## config.mk

```make
export PLATFORM = sky130hd
export DESIGN_NAME = hazard_ctrl
export DESIGN_NICKNAME = d
export VERILOG_FILES = /design/src/rtl/hazard_ctrl.sv
export SDC_FILE = /design/constraint.sdc
export NUM_CORES = 1
export LEC_CHECK = 0
export ABC_AREA = 1
export BUFFER_PORTS_ARGS = -buffer_cell sky130_fd_sc_hd__buf_2
export CORE_ASPECT_RATIO = 1.1
export CORE_UTILIZATION = 45
export CTS_CLUSTER_SIZE = 14
export DETAILED_ROUTE_END_ITERATION = 16
export PLACE_DENSITY = 0.71
export SLEW_MARGIN = 20
export SYNTH_ARGS = -nofsm -noshare
export SYNTH_HDL_FRONTEND = slang
export SYNTH_SLANG_ARGS = --single-unit
```

## constraint.sdc

```tcl
create_clock -name clk -period 2.07 [get_ports clk]
set_input_delay 0.414 -clock clk [delete_from_list [all_inputs] [get_ports clk]]
set_output_delay 0.414 -clock clk [all_outputs]
set_load 0.005 [all_outputs]
```

## src/rtl/hazard_ctrl.sv

```systemverilog
// hazard_ctrl: ID-stage issue/stall/forward decision from the register-invalid scoreboard
// Ports: clk, reset (async, active-low), register_invalid[8] 3-bit pending-write counters,
//   id_valid, rs/rt address and use flags, flush -> stall_id, issue_ok, fwd_rs, fwd_rt,
//   hazard_err (sticky watchdog), stall_cnt (saturating stall-cycle counter).
// Option: HAZARD_FWD_EN lets a counter of exactly 1 be taken from the writeback bypass latch.
module hazard_ctrl #(
  parameter int MAX_STALL = 15,
  parameter int PERF_W    = 16
) (
  input  logic                 clk,
  input  logic                 reset,
  input  logic [7:0][2:0]      register_invalid,
  input  logic                 id_valid,
  input  logic [2:0]           rs_adr_id,
  input  logic                 rs_use_id,
  input  logic [2:0]           rt_adr_id,
  input  logic                 rt_use_id,
  input  logic                 flush,
  output logic                 stall_id,
  output logic                 issue_ok,
  output logic                 fwd_rs,
  output logic                 fwd_rt,
  output logic                 hazard_err,
  output logic [PERF_W-1:0]    stall_cnt
);
  localparam int WW = $clog2(MAX_STALL + 1);
  typedef enum logic [1:0] {RUN, STALL, ERR} state_t;
  state_t state, state_nx;
  logic [WW-1:0] wait_cnt, wait_nx;
  logic [2:0] rs_cnt, rt_cnt;
  logic rs_pend, rt_pend, rs_rdy, rt_rdy, hazard;
  assign rs_cnt = register_invalid[rs_adr_id];
  assign rt_cnt = register_invalid[rt_adr_id];
`ifdef HAZARD_FWD_EN
  assign rs_pend = rs_use_id && rs_cnt >= 3'd2;
  assign rt_pend = rt_use_id && rt_cnt >= 3'd2;
  assign rs_rdy  = rs_use_id && rs_cnt == 3'd1;
  assign rt_rdy  = rt_use_id && rt_cnt == 3'd1;
`else
  assign rs_pend = rs_use_id && rs_cnt != 3'd0;
  assign rt_pend = rt_use_id && rt_cnt != 3'd0;
  assign rs_rdy  = 1'b0;
  assign rt_rdy  = 1'b0;
`endif
  assign hazard = id_valid && (rs_pend || rt_pend);
  assign hazard_err = state == ERR;
  always_ff @(posedge clk or negedge reset) begin
    if (!reset) begin
      state     <= RUN;
      wait_cnt  <= '0;
      stall_cnt <= '0;
    end else begin
      state    <= state_nx;
      wait_cnt <= wait_nx;
      if (stall_id && !(&stall_cnt)) stall_cnt <= stall_cnt + 1'b1;
    end
  end
  // wait_cnt counts stalled cycles of the current instruction; ERR is entered
  // once that count reaches MAX_STALL with the hazard still present.
  always_comb begin
    state_nx = state;
    wait_nx  = wait_cnt;
    if (state != ERR) begin
      if (flush || !hazard) begin
        state_nx = RUN;
        wait_nx  = '0;
      end else if (state == RUN) begin
        state_nx = (MAX_STALL <= 1) ? ERR : STALL;
        wait_nx  = WW'(1);
      end else begin
        wait_nx  = wait_cnt + 1'b1;
        state_nx = (wait_nx == WW'(MAX_STALL)) ? ERR : STALL;
      end
    end
  end
  always_comb begin
    stall_id = 1'b0;
    issue_ok = 1'b0;
    fwd_rs   = 1'b0;
    fwd_rt   = 1'b0;
    if (reset) begin
      if (state == ERR) stall_id = 1'b1;
      else if (!flush) begin
        stall_id = hazard;
        issue_ok = id_valid && !hazard;
        fwd_rs   = id_valid && rs_rdy;
        fwd_rt   = id_valid && rt_rdy;
      end
    end
  end
endmodule

```

## Yosys cells after proc, flatten, opt, wreduce, memory -nomap -nowiden

Cells that the tools add are included.

- Multipliers: 0
- Bitwise operators: 0
- Mux-type cells: 15
- Add/sub/neg operators: 2
- Eq/ne operators: 3
- Div/mod/pow operators: 0
- Reduce and logical (&&, ||, !) cells: 13
- Magnitude comparators: 2
- Shift operators: 0

Operators with widths:

| operator | number |
|---|---|
| $bmux W3 S3 | 2 |
| $add A16 B1 Y16 const B | 1 |
| $reduce_and A16 Y1 | 1 |
| $lt A3 B4 Y1 const B | 2 |
| $mux W4 | 2 |
| $mux W1 | 6 |
| $mux W2 | 3 |
| $mux W3 | 2 |
| $reduce_bool A3 Y1 | 2 |
| $logic_and A1 B1 Y1 | 5 |
| $add A4 B1 Y4 const B | 1 |
| $eq A4 B4 Y1 const B | 1 |
| $eq A2 B2 Y1 const B | 1 |
| $logic_not A1 Y1 | 2 |
| $logic_not A2 Y1 | 1 |
| $logic_or A1 B1 Y1 | 2 |
| $ne A2 B2 Y1 const B | 1 |

- Register bits after elaboration: 22
- Output and inout port bits: 21
- Memories kept: 0
- Latch bits: 0
- Bits of input ports: 36
- RAM bits: 0
- ROM bits: 0

## Depth between registers and ports, before layout

- Word-level depth: 11
- Mapped depth: 15
- Gate-level depth less buffers: 14

## Worst setup path after synthesis

Ideal clock, no wire load.

- Path type: input to output
- Start point: input port rs_adr_id[0]
- End point: output port stall_id
- Path buffers: 1
- Data required time: 1656 ps
- Cell stages on the path: 10
- Data arrival time: 1340 ps
- Setup slack: 316 ps
- Cell sequence: buf_4 -> o21ai_0 -> nor2_1 -> nand2_1 -> nand2_1 -> nand2_1 -> nand3_1 -> nand2_2 -> nand2_4 -> a21boi_0

- Longest elaborated chain between the ends: 9

Ends and longest elaborated chain:

| what | line | text |
|---|---|---|
| start, declared | 14 | `input logic [2:0] rs_adr_id,` |
| $bmux W3 S3 | 32 | `assign rs_cnt = register_invalid[rs_adr_id];` |
| $mux W3 (implied by the code) | 32 |  |
| $reduce_bool A3 Y1 | 40 | `assign rs_pend = rs_use_id && rs_cnt != 3'd0;` |
| $logic_and A1 B1 Y1 | 40 |  |
| $logic_or A1 B1 Y1 | 45 | `assign hazard = id_valid && (rs_pend \|\| rt_pend);` |
| $logic_and A1 B1 Y1 | 45 |  |
| $mux W1 | 83 | `else if (!flush) begin` |
| $mux W1 | 82 | `if (state == ERR) stall_id = 1'b1;` |
| $mux W1 | 81 | `if (reset) begin` |
| end, declared | 19 | `output logic stall_id,` |

No other way between the ends. The select of a mux whose other input is x is not followed.

## Worst setup path after layout

Ends and elaborated chain as after synthesis.

==> flow_summary.toml <==
[die]
ios = 57
die_w_microns = 61.5
die_h_microns = 67.4
rows = 23
initial_core_util_pct = 47.6
die-area_sq_mm = 0.00415
coreArea_sq_mm = 0.00368

[worst_setup_path]
critical_path.max_fanout = 13
cp_slowest_cell = "or2_2"
ff2ff_setup_slack_ns = 0.21
critPathLaunch = "rs_adr_id[0]"
path_common_cell = "nand2_1"
crit_chain = "clkbuf_4 > or2_2 > nand2_1 > nand3_1 > nand2_1 > nand2_1 > nand3_1 > nand2_2 > nand2_4 > a21boi_1 > buf_2"
critPathKind = "in -> out"
reg2reg_depth = 11
cp-start-kind = "input port"
r2r-start = "stall_cnt[0]"
critPathMaxStageDelay_ns = 0.28
cp.required_ns = 1.66
end_kind = "output pin"
crit_arrival_ns = 1.54
reg2reg_to = "stall_cnt[14]"

[routing]
drc_errors = 0
avgViaCountPerCell = 4.80
drt-initial-drc-count = 90
vias = 1803
ant_nets = 0
wl_microns = 4000
wl_per_cell_microns = 10.6
dr.pass1.iters = 4

[sta]
slew_violations = 0
timing.fmax_mhz = 513
setup_violations = 0
tns_ns = 0
finalHoldViolations = 0
fin_crit_ns = 1.95
post-route-period-util_pct = 94.3
rsz0062_at_grt = "no"
fin_skew_ns = 0.00828

[global_routing]
grt_pass1_vias = 1531
antenna_found_initial = 0
grt_max_degree = 25
track_usage_pct = 20.2
overflow = 0
grt_pass1_wl_microns = 6530

[synth]
ys_warn_count = 0
synth_area_leaders = "dfrtp_1, nand2_1, inv_1, nand4_1, nor2_1"
synth_cell_types = 26
seq_area_frac_synth_pct = 31.4
syn_inst = 270
syn-cell-area_sq_mm = 0.00175
synth_area_leader_cell = "dfrtp_1"
synth_seq_cells = 22
synth_top_area_share_pct = 31.4
syn_area_per_cell_sq_um = 6.49

[cells_and_area]
most-common-layout-cells = "nand2_1, buf_2, inv_1"
finish.utilization_pct = 57.9
final_area_sq_mm = 0.00213
fin_nets = 366
layout-drive-gt1-share_pct = 23.3
diodes = 0
fill_cells = 402
layout_commonest_cell = "nand2_1"
area_delta_synth_final_pct = 21.9

[placed_design]
place_area_sq_mm = 0.00207
finalWeightedCongestion = 0.899
hpwl_microns = 3120
portBuffers = 54

[cts]
insertion_delay_ns = 0.26
cts.clk_slew.worst_paths_ns = 0.09
cts_tree = "done"
cts-root-buf = "clkbuf_8"
clock_sinks = 22
postCtsSetupBuffers = 0
cts.path.max_buffers = 2
cts_hold_buffers = 0
htree_levels = 1
cts_made_buffers = 3

[power_and_ir_drop]
max-vdd-ir-drop_mv = 0.370
power_density_mw_per_mm2 = 525
p_leak_nw = 1.21

[min_path]
holdCritPathClass = "in -> async"

[outcome]
status = "completed"

[job]
cap_violations = 0
==> layer usage <==
metal / vias up / wire length [microns] / GRT usage, %
met5: - / 0 / 0
met4: 0 / 27 / 3.33
met3: 2 / 173 / 1.72
met2: 45 / 1810 / 34.0
met1: 790 / 1990 / 28.4
li1: 966 / - / -
==> worst max-delay path by stage <==
stage	endpoint	slack, ns
6_report	stall_id	0.12
2_1_floorplan	stall_id	0.32
3_5_place_dp	stall_id	0.08
5_1_grt	stall_id	0.00008
3_3_place_gp	stall_id	0.07
4_1_cts	stall_id	0.08
==> worst max-delay path, delay by kind of cell <==
| family | cells | cell delay [ns] |
|---|---|---|
| AO/OA/AOI/OAI | 1 | 0.06 |
| AND/OR/NAND/NOR | 8 | 0.74 |
| buffers and inverters | 2 | 0.30 |
==> power by group <==
part	switching (mW)	internal (mW)
Combinational	0.158	0.127
Sequential	0.0520	0.472
Clock	0.144	0.169
Total	0.353	0.768
==> cells in the mapped netlist, drive strengths merged <==
cell    instances
xnor2           2
nand3          25
nand4          17
o21ai          12
nor2           28
nor3            5
dfrtp          22
conb            1
o211ai          1
a21boi          1
inv            42
nand2          90
buf             9
xor2            3
o31ai           3
ha              3
a21oi           3
or2             2
nor4            1
==> layout make-up <==
cell class                      instances  area [sq um]  area share, %
Clock buffer                            4          55.1           2.58
Inverter                               42           158           7.39
Multi-Input combinational cell        198           976           45.7
Sequential cell                        22           551           25.8
Tap cell                               50          62.6           2.93
Timing Repair Buffer                   60           333           15.6
==> logic make-up after synthesis <==
family / share of synthesized area, %
xor gates and xnor gates: 2.50
other: 0.214
and+or+nand+nor: 44.2
buffers and inverters: 13.1
AOI/OAI and AO/OA: 6.43
adders and majority gates: 2.14
DFF: 31.4
==> through the flow <==
stage               hold WS, ns  cells  setup WS, ns  power [mW]
global route             0.0314    376     0.0000828        1.21
floorplan                 0.118    271         0.316       0.695
finish                   0.0308    376         0.119        1.12
detailed placement        0.321    372        0.0843       0.817
CTS                      0.0266    376        0.0790        1.13
global placement          0.312    372        0.0676       0.811
==> flip-flops by register name, summed over array words and instances (netlist names) <==
name / flops
stall_cnt: 16
state: 2
wait_cnt: 4
==> what timing repair did <==
action                                  4_1_cts  5_1_grt
endpoints found under the hold margin         0        0
resized for setup                             0        5
endpoints found under the setup margin        0        1
Note: power is estimated with default switching activity, not from simulation.
